===== src/rtl/ram_arbiter_if.sv =====
// Request/grant bundle between the requesting ports and the round-robin RAM arbiter.
// Handshake: a port raises req_i[n] and holds it for its whole ownership period.
// Ownership starts on the cycle grant_o[n] is seen high and ends the cycle after req_i[n] drops.
interface ram_arbiter_if #(
   parameter int NUM_PORTS = 6,
   parameter int SEL_WIDTH = (NUM_PORTS > 1) ? $clog2(NUM_PORTS) : 1
);
   logic [NUM_PORTS-1:0] req_i;
   logic [NUM_PORTS-1:0] grant_o;
   logic [SEL_WIDTH-1:0] select_o;
   logic                 active_o;

   modport master (
      output req_i,
      input  grant_o,
      input  select_o,
      input  active_o
   );

   modport slave (
      input  req_i,
      output grant_o,
      output select_o,
      output active_o
   );
endinterface


===== src/rtl/ram_arbiter.sv =====
// Round-robin arbiter granting exclusive ownership of the RAM (via ram_mux select/active)
// to one requester at a time, with an optional hold limit that forces rotation.
module ram_arbiter #(
   parameter int NUM_PORTS = 6,
   parameter int SEL_WIDTH = (NUM_PORTS > 1) ? $clog2(NUM_PORTS) : 1,
   parameter int MAX_HOLD  = 0
) (
   input  logic          clk_i,
   input  logic          reset_i,
   ram_arbiter_if.slave  bus,
   output logic          dbg_state_o
);

   localparam int HOLD_W = (MAX_HOLD > 0) ? $clog2(MAX_HOLD + 1) : 1;
   localparam int EXP_AT = (MAX_HOLD > 0) ? MAX_HOLD - 1 : 0;
   localparam logic [HOLD_W-1:0] HOLD_SAT = '1;

   typedef enum logic {
      S_IDLE = 1'b0,
      S_BUSY = 1'b1
   } state_t;

   state_t               r_state;
   state_t               w_next_state;
   logic [NUM_PORTS-1:0] r_grant;
   logic [SEL_WIDTH-1:0] r_sel;
   logic [SEL_WIDTH-1:0] r_last;
   logic                 r_active;
   logic [HOLD_W-1:0]    r_hold;
   logic [HOLD_W-1:0]    w_hold_next;

   logic                 w_any_req;
   logic                 w_others;
   logic                 w_owner_req;
   logic                 w_expired;
   logic                 w_load;
   logic                 w_release;
   logic [SEL_WIDTH-1:0] w_winner;
   logic [NUM_PORTS-1:0] w_win_onehot;

   // First requester after r_last, wrapping; r_last itself is therefore searched last.
   function automatic logic [SEL_WIDTH-1:0] f_pick(input logic [NUM_PORTS-1:0] req,
                                                    input logic [SEL_WIDTH-1:0] last);
      logic found;
      int   idx;
      f_pick = '0;
      found  = 1'b0;
      for (int i = 1; i <= NUM_PORTS; i++) begin
         idx = (int'(last) + i) % NUM_PORTS;
         if (!found && req[idx]) begin
            found  = 1'b1;
            f_pick = SEL_WIDTH'(idx);
         end
      end
   endfunction

   assign w_any_req    = |bus.req_i;
   assign w_others     = |(bus.req_i & ~r_grant);
   assign w_owner_req  = bus.req_i[r_sel];
   assign w_expired    = (MAX_HOLD != 0) && (int'(r_hold) >= EXP_AT);
   assign w_winner     = f_pick(bus.req_i, r_last);
   assign w_win_onehot = NUM_PORTS'(1) << w_winner;

   always_comb begin
      w_next_state = r_state;
      w_load       = 1'b0;
      w_release    = 1'b0;
      w_hold_next  = r_hold;
      case (r_state)
         S_IDLE: begin
            if (w_any_req) begin
               w_load       = 1'b1;
               w_hold_next  = '0;
               w_next_state = S_BUSY;
            end
         end
         S_BUSY: begin
            if (w_owner_req) begin
               if (w_expired && w_others) begin
                  w_load      = 1'b1;
                  w_hold_next = '0;
               end else if (w_expired) begin
                  w_hold_next = '0;
               end else begin
                  w_hold_next = (r_hold == HOLD_SAT) ? r_hold : r_hold + 1'b1;
               end
            end else if (w_any_req) begin
               w_load      = 1'b1;
               w_hold_next = '0;
            end else begin
               // select_o deliberately keeps the last owner's index while idle.
               w_release    = 1'b1;
               w_hold_next  = '0;
               w_next_state = S_IDLE;
            end
         end
         default: begin
            w_next_state = S_IDLE;
         end
      endcase
   end

   always_ff @(posedge clk_i) begin
      if (reset_i) begin
         r_state  <= S_IDLE;
         r_grant  <= '0;
         r_sel    <= '0;
         r_active <= 1'b0;
         r_last   <= SEL_WIDTH'(NUM_PORTS - 1);
         r_hold   <= '0;
      end else begin
         r_state <= w_next_state;
         r_hold  <= w_hold_next;
         if (w_load) begin
            r_grant  <= w_win_onehot;
            r_sel    <= w_winner;
            r_last   <= w_winner;
            r_active <= 1'b1;
         end else if (w_release) begin
            r_grant  <= '0;
            r_active <= 1'b0;
         end
      end
   end

   assign bus.grant_o  = r_grant;
   assign bus.select_o = r_sel;
   assign bus.active_o = r_active;
   assign dbg_state_o  = r_state;

   always_ff @(posedge clk_i) begin
      if (!reset_i) begin
         assert (r_active == (|r_grant)) else $error("active/grant disagree");
         assert (r_grant[r_sel] == r_active) else $error("grant/select disagree");
      end
   end

endmodule


===== src/flat_wrapper.sv =====
// flat-port wrapper written by rule: the top's interface ports become plain ports
module ram_arbiter_flat 
#(
   parameter int NUM_PORTS = 6,
   parameter int SEL_WIDTH = (NUM_PORTS > 1) ? $clog2(NUM_PORTS) : 1,
   parameter int MAX_HOLD  = 0
)
  (clk_i, reset_i, dbg_state_o, bus_req_i, bus_grant_o, bus_select_o, bus_active_o);
  ram_arbiter_if #(.NUM_PORTS(NUM_PORTS), .SEL_WIDTH(SEL_WIDTH)) bus_i ();
  input  logic clk_i;
  input  logic reset_i;
  output logic dbg_state_o;
  input wire logic [$bits(bus_i.req_i)-1:0] bus_req_i;
  output wire logic [$bits(bus_i.grant_o)-1:0] bus_grant_o;
  output wire logic [$bits(bus_i.select_o)-1:0] bus_select_o;
  output wire logic [$bits(bus_i.active_o)-1:0] bus_active_o;
  assign bus_i.req_i = bus_req_i;
  assign bus_grant_o = bus_i.grant_o;
  assign bus_select_o = bus_i.select_o;
  assign bus_active_o = bus_i.active_o;
  ram_arbiter #(.NUM_PORTS(NUM_PORTS), .SEL_WIDTH(SEL_WIDTH), .MAX_HOLD(MAX_HOLD)) u_core (.clk_i(clk_i), .reset_i(reset_i), .bus(bus_i), .dbg_state_o(dbg_state_o));
endmodule

===== config.mk =====
export PLATFORM = sky130hd
export DESIGN_NAME = ram_arbiter_flat
export DESIGN_NICKNAME = d
export VERILOG_FILES = /design/src/rtl/ram_arbiter_if.sv /design/src/rtl/ram_arbiter.sv /design/src/flat_wrapper.sv
export SDC_FILE = /design/constraint.sdc
export NUM_CORES = 1
export LEC_CHECK = 0
export CAP_MARGIN = 10
export CORE_MARGIN = 2
export CORE_UTILIZATION = 50
export CTS_CLUSTER_SIZE = 14
export DETAILED_ROUTE_END_ITERATION = 6
export PLACE_DENSITY = 0.77
export SYNTH_ARGS = -nofsm -noshare
export SYNTH_HDL_FRONTEND = slang
export SYNTH_SLANG_ARGS = --single-unit

===== constraint.sdc =====
create_clock -name clk_i -period 4.1 [get_ports clk_i]
set_input_delay 0.82 -clock clk_i [delete_from_list [all_inputs] [get_ports clk_i]]
set_output_delay 0.82 -clock clk_i [all_outputs]
set_load 0.01 [all_outputs]

==> results.tsv <==
stage	metric	value	unit
outcome	status	finished, final reports clean	
yosys	Warnings, synthesis	0	
detailed_routing	number of remaining DRC errors	0	
critical_path	Crit path largest cell delay	0.48	ns
timing	Slew HR	0.6081	
timing	TNS Setup	0	ns
timing	Finish-stage setup viols	0	
place	IO buf count	18	
cells_and_area	Total Nets Final	211	
yosys	Mapped Cells	174	
clocking	clock slew at reported path FFs	0.08	ns
critical_path	critical path required time	4.29	ns
global_route	vias in the first global route	1506	
critical_path	CP top delay family	compound AO/OA/AOI/OAI gates	
timing	Clock Skews	0.003369	ns
critical_path	Worst Reg-to-Reg Cells	13	
detailed_routing	final wirelength	4.153	mm
yosys	cell area after synthesis	1514	um2
critical_path	crit-path cells	inv_1 -> ha_1 -> a21oi_2 -> inv_2 -> ha_1 -> nor2b_1 -> nand3_1 -> a32oi_1 -> mux2i_2 -> a21oi_1 -> o21a_1 -> or3b_4 -> o31ai_1	
floorplanning	Die X	59.03	um
yosys	Post-synth ARST share	0	
critical_path	critical path arrival	4.01	ns
yosys	Synth Area in Adders	0.08264	
detailed_routing	wire per inst	18.62	um
flow_run	max-cap viol count	0	
floorplanning	Placement Rows	19	
detailed_routing	First-pass DRT Iterations	4	
place	Area after DPL	1693	um2
yosys	Most used DFF post-synth	dfxtp_1	
detailed_routing	post-route ant nets	0	
hold_path	worst hold path class	register to register	
critical_path	CP startpoint	u_core.r_last[1]$_SDFFE_PP0P_	
critical_path	CP Capture Type	register	
cells_and_area	fillers	251	
clocking	CTS tree	built	
floorplanning	initial core utilization	0.5397	
place	global placer's final weighted congestion	0.9346	
place	dpl hpwl	3.269	mm
cells_and_area	footprint of the multi-input gates	1170	um2
cells_and_area	layout cells sized above 1	0.1563	
floorplanning	core area	2805	um2
timing	minimum clock period	3.824	ns
detailed_routing	Via density	6.610	
clocking	Inserted Clock Buffers	3	
clocking	Post-CTS Hold Fix Bufs	0	
critical_path	Buf/Inv on CP	2	
cells_and_area	final antenna diode count	0	
yosys	xor/xnor share of the synthesized area	0.04050	
critical_path	Crit-path slowest cell	dfxtp_1	
yosys	post-synth cell types	61	
yosys	Mapped Nets	192	
critical_path	kind of critical path	register to register	
critical_path	Worst setup SP type	register	
detailed_routing	via count	1474	
floorplanning	DIE AREA	3484	um2
place	DP Worst Slack	0.3042	ns
cells_and_area	area added between synthesis and finish	14.63	%
detailed_routing	number of DRC markers in iteration 0	94	
timing	Worst Tran Pin Value	0.5866	ns
yosys	Syn Area/Cell	8.701	um2
global_route	first-pass GRT wire length	6.727	mm
yosys	Compound-Gate Fraction of Synth Area	0.2901	
critical_path	Stages on worst setup path	13	
critical_path	CP max FO	7	
global_route	Total GRT Usage	0.2514	
yosys	Post-synth EDFFs	0	
critical_path	reg-to-reg endpoint	u_core.bus.grant_o[1]$_SDFFE_PP0P_	
timing	unrepaired setup endpoints after global routing	no	
clocking	CTS Buffer Depth	2	
clocking	root buf cell	clkbuf_4	
yosys	Synth Register Bits	13	
timing	Fin. Hold Viols	0	
yosys	largest family of logic cells by synthesized area	compound AO/OA/AOI/OAI gates	
cells_and_area	Final Cell Area	1735	um2
global_route	grt ovf	0	
yosys	sequential share of the synthesized area	0.1719	
critical_path	Worst R2R Setup Slack	0.28	ns
global_route	antenna violations before repair	0	
critical_path	worst reg2reg startpoint	u_core.r_last[1]$_SDFFE_PP0P_	
floorplanning	top-level port count	19	
timing	final slew viol count	0	
critical_path	most frequent CP cell	ha_1	
timing	max frequency	261.5	MHz
yosys	mux contribution to synthesized area	0.1314	
global_route	pin count of the biggest net entering global routing	19	
floorplanning	Die Y-Extent	59.03	um
timing	worst hold slack	0.4570	ns
yosys	Synth Area in Simple Gates	0.2223	
timing	Final period util	0.9327	
critical_path	crit path to	u_core.bus.grant_o[1]$_SDFFE_PP0P_	
clocking	H-tree depth	1	
clocking	CTS Sinks	13	
timing	final worst setup slack	0.2761	ns
cells_and_area	storage element area	260.3	um2
clocking	Clk Latency, worst-skew pair	0.28	ns
worst min path at each step:
stage | slack (ns) | startpoint | cells past startpoint | to
2_1_floorplan | 0.48 | u_core.bus.grant_o[0]$_SDFFE_PP0P_ | 2 | u_core.bus.grant_o[0]$_SDFFE_PP0P_
3_3_place_gp | 0.44 | u_core.bus.grant_o[1]$_SDFFE_PP0P_ | 2 | u_core.bus.grant_o[1]$_SDFFE_PP0P_
3_5_place_dp | 0.44 | u_core.bus.grant_o[5]$_SDFFE_PP0P_ | 2 | u_core.bus.grant_o[5]$_SDFFE_PP0P_
4_1_cts | 0.46 | u_core.bus.grant_o[5]$_SDFFE_PP0P_ | 2 | u_core.bus.grant_o[5]$_SDFFE_PP0P_
5_1_grt | 0.50 | u_core.bus.grant_o[0]$_SDFFE_PP0P_ | 2 | u_core.bus.grant_o[0]$_SDFFE_PP0P_
6_report | 0.46 | u_core.bus.grant_o[0]$_SDFFE_PP0P_ | 2 | u_core.bus.grant_o[0]$_SDFFE_PP0P_
flip-flops by register name, indices dropped and copies added (netlist names):
name / cells
u_core.dbg_state_o: 1
u_core.bus.select_o: 2
u_core.bus.grant_o: 6
u_core.bus.active_o: 1
u_core.r_last: 3
area by class of cell:
type	instances	area share
clock buffers	4	0.01514
inverters	10	0.02163
multi-input cells	144	0.6741
flip-flops and latches	13	0.1500
well taps	31	0.02235
repair buffers	21	0.1168
through the flow:
stage,std cells,utilization
6_report,223,0.6186
4_1_cts,222,0.6128
3_5_place_dp,218,0.6035
2_1_floorplan,174,-
5_1_grt,223,0.6186
3_3_place_gp,218,0.6035
cells in the mapped netlist (all sizes together), types with 2 or more instances:
library cell | instances | share of area
nor3 | 4 | 0.013
ha | 10 | 0.083
a21oi | 9 | 0.040
o21ai | 4 | 0.013
o31ai | 4 | 0.020
and3 | 3 | 0.012
nor2b | 3 | 0.012
a211oi | 5 | 0.031
nor2 | 13 | 0.032
nor4b | 2 | 0.012
a211o | 4 | 0.023
and4 | 2 | 0.013
o21a | 3 | 0.015
nand3 | 5 | 0.017
dfxtp | 13 | 0.17
a32o | 2 | 0.013
nor3b | 3 | 0.018
xnor2 | 3 | 0.035
inv | 10 | 0.025
o31a | 3 | 0.017
and2 | 4 | 0.017
buf | 6 | 0.034
mux2 | 6 | 0.047
nand3b | 4 | 0.020
nand2b | 4 | 0.017
o22ai | 3 | 0.012
mux4 | 3 | 0.045
nand2 | 11 | 0.027
a21o | 4 | 0.020
mux2i | 6 | 0.040
metal layers:
layer,track usage,share of wire,up-vias
met5,0,0,-
met2,0.4698,0.51,61
met1,0.2944,0.42,697
met3,0.01528,0.049,13
met4,0.1039,0.025,0
li1,-,-,703
worst register-to-register path, stage by stage, from the launching register on:
cell and delay, ns:
dfxtp_1 0.48, inv_1 0.17, ha_1 0.32, a21oi_2 0.30, inv_2 0.10, ha_1 0.31
nor2b_1 0.24, nand3_1 0.12, a32oi_1 0.27, mux2i_2 0.37, a21oi_1 0.12, o21a_1 0.23
or3b_4 0.43, o31ai_1 0.26
logic make-up after synthesis:
logic type	after synthesis
and+or+nand+nor	60
AOI/OAI and AO/OA	55
buffers and inverters	17
muxes	15
DFF	13
adders and majority gates	10
xor gates and xnor gates	4
what timing repair did:
action	in CTS	in global routing
gates resized for setup	0	2
endpoints found under the setup margin	0	4
setup buffers	0	1
cells in the final DEF (no fill, tap or decap), drive strengths merged, types with 3 or more instances in the layout:
cell type      Yosys  final
o21a               3      3
nand3b             4      4
buf                6      3
clkdlybuf4s50      0     18
nor2b              3      3
mux2               6      6
mux4               3      3
a211oi             5      5
nand2b             4      4
mux2i              6      6
and2               4      4
nand2             11     11
and3               3      3
a21o               4      4
dfxtp             13     13
a21oi              9      9
o31ai              4      4
nor2              13     13
nor3               4      4
o21ai              4      4
a211o              4      4
o22ai              3      3
inv               10     10
clkbuf             1      4
ha                10     10
nand3              5      5
o31a               3      3
xnor2              3      3
nor3b              3      3
Power is not shown: default switching activity piles up to over one toggle a cycle in this logic, so the estimate is an artifact.
